<file path="config.mk">
export PLATFORM = sky130hd
export DESIGN_NAME = pwm_capture_flat
export DESIGN_NICKNAME = d
export VERILOG_FILES = /design/src/rtl/pwm_capture_if.sv /design/src/rtl/pwm_capture.sv /design/src/flat_wrapper.sv
export SDC_FILE = /design/constraint.sdc
export NUM_CORES = 1
export LEC_CHECK = 0
export ABC_AREA = 1
export CORE_UTILIZATION = 57
export CTS_CLUSTER_DIAMETER = 200
export DETAILED_ROUTE_END_ITERATION = 10
export PLACE_DENSITY = 0.81
export SYNTH_ARGS = -nofsm -noshare
export SYNTH_HDL_FRONTEND = slang
export SYNTH_SLANG_ARGS = --single-unit
</file>
<file path="constraint.sdc">
create_clock -name clk -period 2.2 [get_ports clk]
set_input_delay 0.22 -clock clk [delete_from_list [all_inputs] [get_ports clk]]
set_output_delay 0.22 -clock clk [all_outputs]
set_load 0.1 [all_outputs]
</file>
<file path="src/rtl/pwm_capture_if.sv">
// Bus between a PWM capture block and its consumer: control inputs and measurement results.
interface pwm_capture_if #(
  parameter int WIDTH = 16
);
  logic             enable;
  logic             pwm_in;
  logic [WIDTH-1:0] period;
  logic [WIDTH-1:0] high_time;
  logic             valid;
  logic             stuck;
  logic             stuck_level;

  modport master (
    output enable, pwm_in,
    input  period, high_time, valid, stuck, stuck_level
  );

  modport slave (
    input  enable, pwm_in,
    output period, high_time, valid, stuck, stuck_level
  );
endinterface

</file>
<file path="src/rtl/pwm_capture.sv">
// Measures period and high time of an asynchronous PWM input in clk cycles, once per PWM
// cycle, and flags a line with no rising edge for 2^WIDTH-1 cycles as stuck.
module pwm_capture #(
  parameter int WIDTH       = 16,
  parameter int SYNC_STAGES = 2
) (
  input  logic          clk,
  input  logic          reset,
  pwm_capture_if.slave  bus
);

  localparam logic [1:0] IDLE = 2'd0;
  localparam logic [1:0] ARM  = 2'd1;
  localparam logic [1:0] MEAS = 2'd2;

  localparam logic [WIDTH-1:0] ALL_ONES = '1;
  localparam logic [WIDTH-1:0] ONE      = WIDTH'(1);

  logic [1:0]             state;
  logic [SYNC_STAGES-1:0] sync_q;
  logic                   s_d;
  logic [WIDTH-1:0]       per_cnt;
  logic [WIDTH-1:0]       hi_cnt;
  logic [WIDTH-1:0]       period_q;
  logic [WIDTH-1:0]       high_time_q;
  logic                   valid_q;
  logic                   stuck_q;
  logic                   stuck_level_q;

  logic                   s;
  logic                   rise;
  logic                   per_full;
  logic [WIDTH-1:0]       per_inc;
  logic [WIDTH-1:0]       hi_inc;

  assign s        = sync_q[SYNC_STAGES-1];
  assign rise     = s & ~s_d;
  assign per_full = (per_cnt == ALL_ONES);
  assign per_inc  = per_full ? per_cnt : per_cnt + ONE;
  assign hi_inc   = (s && (hi_cnt != ALL_ONES)) ? hi_cnt + ONE : hi_cnt;

  // NOTE: every register here, including the synchronizer, uses <= so all flops sample
  // the same pre-edge values; blocking assignments would make results order-dependent.
  always_ff @(posedge clk or negedge reset) begin
    if (!reset) begin
      state         <= IDLE;
      sync_q        <= '0;
      s_d           <= 1'b0;
      per_cnt       <= '0;
      hi_cnt        <= '0;
      period_q      <= '0;
      high_time_q   <= '0;
      valid_q       <= 1'b0;
      stuck_q       <= 1'b0;
      stuck_level_q <= 1'b0;
    end else begin
      sync_q  <= {sync_q[SYNC_STAGES-2:0], bus.pwm_in};
      s_d     <= s;
      valid_q <= 1'b0;
      if (stuck_q) stuck_level_q <= s;

      if (!bus.enable) begin
        // Disable wins over a coincident rise: nothing is reported, capture restarts later.
        state   <= IDLE;
        per_cnt <= '0;
        hi_cnt  <= '0;
        stuck_q <= 1'b0;
      end else begin
        case (state)
          IDLE: begin
            state   <= ARM;
            per_cnt <= '0;
            hi_cnt  <= '0;
          end
          ARM: begin
            if (rise) begin
              state   <= MEAS;
              per_cnt <= ONE;
              hi_cnt  <= ONE;
              stuck_q <= 1'b0;
            end else if (per_full) begin
              stuck_q       <= 1'b1;
              stuck_level_q <= s;
            end else begin
              per_cnt <= per_inc;
            end
          end
          MEAS: begin
            if (rise) begin
              period_q    <= per_cnt;
              high_time_q <= hi_cnt;
              valid_q     <= 1'b1;
              stuck_q     <= 1'b0;
              per_cnt     <= ONE;
              hi_cnt      <= ONE;
            end else if (per_full) begin
              // Timeout: keep per_cnt saturated so ARM keeps asserting stuck until a rise.
              state         <= ARM;
              stuck_q       <= 1'b1;
              stuck_level_q <= s;
            end else begin
              per_cnt <= per_inc;
              hi_cnt  <= hi_inc;
            end
          end
          default: state <= IDLE;
        endcase
      end
    end
  end

  assign bus.period      = period_q;
  assign bus.high_time   = high_time_q;
  assign bus.valid       = valid_q;
  assign bus.stuck       = stuck_q;
  assign bus.stuck_level = stuck_level_q;

endmodule
</file>
<file path="src/flat_wrapper.sv">
// flat-port wrapper written by rule: the top's interface ports become plain ports
module pwm_capture_flat 
#(
  parameter int WIDTH       = 16,
  parameter int SYNC_STAGES = 2
)
  (clk, reset, bus_enable, bus_pwm_in, bus_period, bus_high_time, bus_valid, bus_stuck, bus_stuck_level);
  pwm_capture_if #(.WIDTH(WIDTH)) bus_i ();
  input  logic clk;
  input  logic reset;
  input wire logic [$bits(bus_i.enable)-1:0] bus_enable;
  input wire logic [$bits(bus_i.pwm_in)-1:0] bus_pwm_in;
  output wire logic [$bits(bus_i.period)-1:0] bus_period;
  output wire logic [$bits(bus_i.high_time)-1:0] bus_high_time;
  output wire logic [$bits(bus_i.valid)-1:0] bus_valid;
  output wire logic [$bits(bus_i.stuck)-1:0] bus_stuck;
  output wire logic [$bits(bus_i.stuck_level)-1:0] bus_stuck_level;
  assign bus_i.enable = bus_enable;
  assign bus_i.pwm_in = bus_pwm_in;
  assign bus_period = bus_i.period;
  assign bus_high_time = bus_i.high_time;
  assign bus_valid = bus_i.valid;
  assign bus_stuck = bus_i.stuck;
  assign bus_stuck_level = bus_i.stuck_level;
  pwm_capture #(.WIDTH(WIDTH), .SYNC_STAGES(SYNC_STAGES)) u_core (.clk(clk), .reset(reset), .bus(bus_i));
endmodule
</file>
==> impl_results.html <==
<table>
<tr><th>Metric</th><th>Value</th></tr>
<tr><th colspan="2">Outcome</th></tr>
<tr><td>Result of the run</td><td>complete, no violations</td></tr>
<tr><th colspan="2">Setup path</th></tr>
<tr><td>Kind of cell adding the most delay to the critical path</td><td>simple AND/OR/NAND/NOR gates</td></tr>
<tr><td>Most numerous cell on the critical path</td><td>sky130_fd_sc_hd__nand2_2</td></tr>
<tr><td>Highest-delay cell along the critical path</td><td>sky130_fd_sc_hd__ha_1</td></tr>
<tr><td>Max stage delay on crit path</td><td>0.46 ns</td></tr>
<tr><td>Cells along the critical path</td><td>inv_1 &gt; ha_1 &gt; inv_2 &gt; nand2_2 &gt; nand2_1 &gt; a21oi_4 &gt; nand2_8 &gt; nand2_2 &gt; o21ai_2</td></tr>
<tr><td>Kind of start point of the critical path</td><td>flip-flop</td></tr>
<tr><td>Setup CP Type</td><td>reg -&gt; reg</td></tr>
<tr><td>Crit end category</td><td>flip-flop</td></tr>
<tr><td>Buffer and inverter count on the worst path</td><td>2</td></tr>
<tr><td>Maximum fanout count along the critical path</td><td>32</td></tr>
<tr><td>Crit path arrival time</td><td>~2.2 ns</td></tr>
<tr><td>Data required, critical path</td><td>around 2.4 ns</td></tr>
<tr><th colspan="2">Yosys</th></tr>
<tr><td>Part of the Yosys area used for sequential elements</td><td>a little under half</td></tr>
<tr><td>Simple-gate portion of the synthesized area</td><td>29.1%</td></tr>
<tr><td>Number of nets produced by synthesis</td><td>468</td></tr>
<tr><td>Synth Cell Area</td><td>~3800 um2</td></tr>
<tr><td>Post-synthesis cell count</td><td>458</td></tr>
<tr><td>Count of unique library cells instantiated by Yosys</td><td>30</td></tr>
<tr><td>Adder and majority gate portion of the synthesized area</td><td>between 1.5 and 2%</td></tr>
<tr><td>Mux contribution to synthesized area</td><td>0%</td></tr>
<tr><td>Xor and xnor area share after synthesis</td><td>1.38%</td></tr>
<tr><td>Combinational family with the most area after synthesis</td><td>simple AND/OR/NAND/NOR gates</td></tr>
<tr><td>Syn avg cell area</td><td>a little over 8 um2</td></tr>
<tr><td>Synth warnings</td><td>0</td></tr>
<tr><td>Register bit count reported by yosys</td><td>72</td></tr>
<tr><td>Compound-gate portion of the synthesized area</td><td>between 10% and 20%</td></tr>
<tr><th colspan="2">STA</th></tr>
<tr><td>Worst hold margin</td><td>about 0.32 ns</td></tr>
<tr><td>Final Hold Vio Count</td><td>0</td></tr>
<tr><td>Time the final worst path needs with I/O delays and setup</td><td>1.97 ns</td></tr>
<tr><td>Slew at the pin with the worst max-slew slack</td><td>approximately 0.38 ns</td></tr>
<tr><td>Slew Viols, Final</td><td>0</td></tr>
<tr><td>Maximum clock skew at final layout</td><td>0.00798 ns</td></tr>
<tr><td>Fmax</td><td>0.507 GHz</td></tr>
<tr><td>Setup_tns</td><td>0 ns</td></tr>
<tr><td>Ratio of final minimum period to clock period</td><td>89.6%</td></tr>
<tr><td>Finish-stage setup viols</td><td>0</td></tr>
<tr><td>Max transition margin</td><td>approximately three quarters</td></tr>
<tr><td>Unrepaired setup endpoints after global routing</td><td>no</td></tr>
<tr><th colspan="2">Clocking</th></tr>
<tr><td>Clock tree from TritonCTS</td><td>built</td></tr>
<tr><td>H-Tree Level Count</td><td>3</td></tr>
<tr><td>Buffer type at the clock tree root</td><td>sky130_fd_sc_hd__clkbuf_8</td></tr>
<tr><td>Number of buffers inserted during clock tree synthesis</td><td>9</td></tr>
<tr><td>Clk pin slew, worst setup/hold paths</td><td>0.08 ns</td></tr>
<tr><td>Worst-case clock buffer depth</td><td>2</td></tr>
<tr><td>Worst-skew pair later-pin latency</td><td>between 0.3 and 0.4 ns</td></tr>
<tr><td>Quantity of gates resized following cts</td><td>0</td></tr>
<tr><td>Num Clock Sinks</td><td>72</td></tr>
<tr><th colspan="2">Global route</th></tr>
<tr><td>Gr usage total</td><td>24.9%</td></tr>
<tr><td>Global-route wire length before repair</td><td>approximately 14 mm</td></tr>
<tr><td>Number of antenna violations at the first check in global routing</td><td>0</td></tr>
<tr><td>Largest net degree at the start of global routing</td><td>73</td></tr>
<tr><td>Number of global-route vias before repair</td><td>2823</td></tr>
<tr><td>GRT Residual Overflow</td><td>0</td></tr>
<tr><th colspan="2">Detailed routing</th></tr>
<tr><td>Post-detailed-route DRC marker count</td><td>0</td></tr>
<tr><td>Iteration-0 DRC count of the detailed router</td><td>215</td></tr>
<tr><td>Per-cell via count in the routed design</td><td>5.35</td></tr>
<tr><td>Avg WL per Cell</td><td>14.0 um</td></tr>
<tr><td>Total wirelength of the detailed-routed design</td><td>8.23 mm</td></tr>
<tr><td>Via total after detailed routing</td><td>3136</td></tr>
<tr><td>ANT nets after route</td><td>0</td></tr>
<tr><td>Detailed Routing Iterations Pass 1</td><td>5</td></tr>
<tr><th colspan="2">Pwr</th></tr>
<tr><td>Maximum vdd ir drop</td><td>between 0.5 and 0.6 mV</td></tr>
<tr><td>Leakage</td><td>~2.1 nW</td></tr>
<tr><td>Power per cell area</td><td>approximately 770 nW/um2</td></tr>
<tr><td>Total power after layout</td><td>0.00340 W</td></tr>
<tr><th colspan="2">Placement</th></tr>
<tr><td>Gp weighted congestion</td><td>0.922</td></tr>
<tr><td>Count of buffers from port buffering</td><td>38</td></tr>
<tr><td>HPWL after detailed placement</td><td>around 5.7 mm</td></tr>
<tr><th colspan="2">Floorplanning</th></tr>
<tr><td># rows</td><td>29</td></tr>
<tr><td>Floorplan die area</td><td>7010 um2</td></tr>
<tr><td>Area of the core region</td><td>~6400 um2</td></tr>
<tr><td>Top-level port count</td><td>39</td></tr>
<tr><td>Vertical extent of the die</td><td>~84 um</td></tr>
<tr><td>Die width</td><td>83.7 um</td></tr>
<tr><td>Effective utilization at floorplan</td><td>between 50% and 60%</td></tr>
<tr><th colspan="2">Layout</th></tr>
<tr><td>Commonest cells after routing, fill and taps aside</td><td>sky130_fd_sc_hd__nand2_1, sky130_fd_sc_hd__dfrtp_1, sky130_fd_sc_hd__inv_1</td></tr>
<tr><td>Number of nets in the layout</td><td>514</td></tr>
<tr><td>Area growth from synthesis to layout</td><td>15.6%</td></tr>
<tr><td>Most common cell after layout, fill and taps aside</td><td>sky130_fd_sc_hd__nand2_1</td></tr>
<tr><td>Share of final-layout standard cells stronger than drive strength 1</td><td>24.4%</td></tr>
<tr><td>Antenna cell count</td><td>0</td></tr>
<tr><td>Final core utilization</td><td>68.8%</td></tr>
<tr><td>Fillcell total</td><td>around 540</td></tr>
<tr><th colspan="2">Run</th></tr>
<tr><td>Maximum Capacitance Violations</td><td>0</td></tr>
<tr><th colspan="2">Min path</th></tr>
<tr><td>Classification of the worst-slack hold path</td><td>in -&gt; reg</td></tr>
</table>
-- cell usage after synthesis, drive strengths merged --
cell type	count	area, um2
a211oi	1	7.51
a21oi	9	67.6
buf	9	98.9
clkbuf	4	15.0
dfrtp	72	1800
ha	6	75.1
inv	53	199
nand2	151	658
nand3	36	185
nand4	1	6.26
nor2	41	215
nor3	6	41.3
o211ai	4	30.0
o21ai	59	352
xor2	6	52.6
-- path summary, 6_finish.rpt --
kind / from / to / slack, ns / depth (start not counted)
max in group asynchronous: reset / u_core.per_cnt[15] / 1.48 / 3
setup reg to reg: u_core.state[0] / u_core.hi_cnt[9] / 0.23 / 9
setup / recovery: u_core.state[0] / u_core.hi_cnt[9] / 0.23 / 9
hold / removal: bus_pwm_in / u_core.sync_q[0] / 0.32 / 1
hold reg to reg: u_core.sync_q[0] / u_core.sync_q[1] / 0.35 / 0
min in group asynchronous: reset / u_core.bus.high_time[14] / 0.43 / 3
-- final cells by class --
| cell class | count | area (um2) | area share (%) |
|---|---|---|---|
| flip-flops and latches | 72 | 1800 | 41.0 |
| multi-input cells | 320 | 1690 | 38.4 |
| repair buffers | 48 | 403 | 9.16 |
| inverters | 53 | 199 | 4.52 |
| clock buffers | 10 | 138 | 3.13 |
| well taps | 77 | 96.3 | 2.19 |
| clock inverters | 6 | 68.8 | 1.57 |
-- cell families (layout without fill, tap and decap cells) --
group / Yosys count / count (layout)
adder cells (fa/ha/maj): 6 / 6
AO/OA/AOI/OAI: 73 / 73
XOR/XNOR: 6 / 6
flip-flops: 72 / 72
AND/OR/NAND/NOR: 235 / 235
buffers and inverters: 66 / 117
-- where the power goes --
part           switching, W  leakage, nW  internal, W
logic              0.000645         1.02     0.000247
clock network      0.000533        0.102     0.000558
registers         0.0000474        0.996      0.00137
-- per-layer routing --
metal / track usage [%] / up-vias / routed length [um]
met5: 0 / - / 0
met4: 9.09 / 0 / 127
met3: 4.15 / 13 / 475
met2: 36.2 / 106 / 3610
met1: 37.5 / 1471 / 4010
li1: - / 1546 / -
-- through the flow --
stage / instance area [um2] / worst slack (ns) / std cells
final: 4400 / 0.228 / 586
after global routing: 4400 / 0.0968 / 586
after CTS: 4350 / 0.115 / 581
after detailed placement: 4130 / 0.158 / 564
after global placement: 4130 / 0.319 / 564
after floorplan: 3800 / 0.491 / 458
-- worst reg2reg max path: cells and delay by family (launching register included) --
family / cells / cell delay, ns
adders and majority gates: 1 / 0.46
and+or+nand+nor: 4 / 0.58
AOI/OAI and AO/OA: 2 / 0.24
DFF: 1 / 0.39
buffers and inverters: 2 / 0.20
-- state kept, by name, indices dropped and copies added (netlist names) --
| signal | cells |
|---|---|
| u_core.bus.high_time | 16 |
| u_core.bus.period | 16 |
| u_core.bus.stuck | 1 |
| u_core.bus.stuck_level | 1 |
| u_core.bus.valid | 1 |
| u_core.hi_cnt | 16 |
| u_core.per_cnt | 16 |
| u_core.s_d | 1 |
| u_core.state | 2 |
| u_core.sync_q | 2 |
-- repair_timing --
action,CTS,global route
endpoints found under the setup margin,0,1
hold buffers,1,0
hold endpoints to repair,72,0
setup buffers,0,5
No activity file was read; power rests on OpenSTA's default activity.
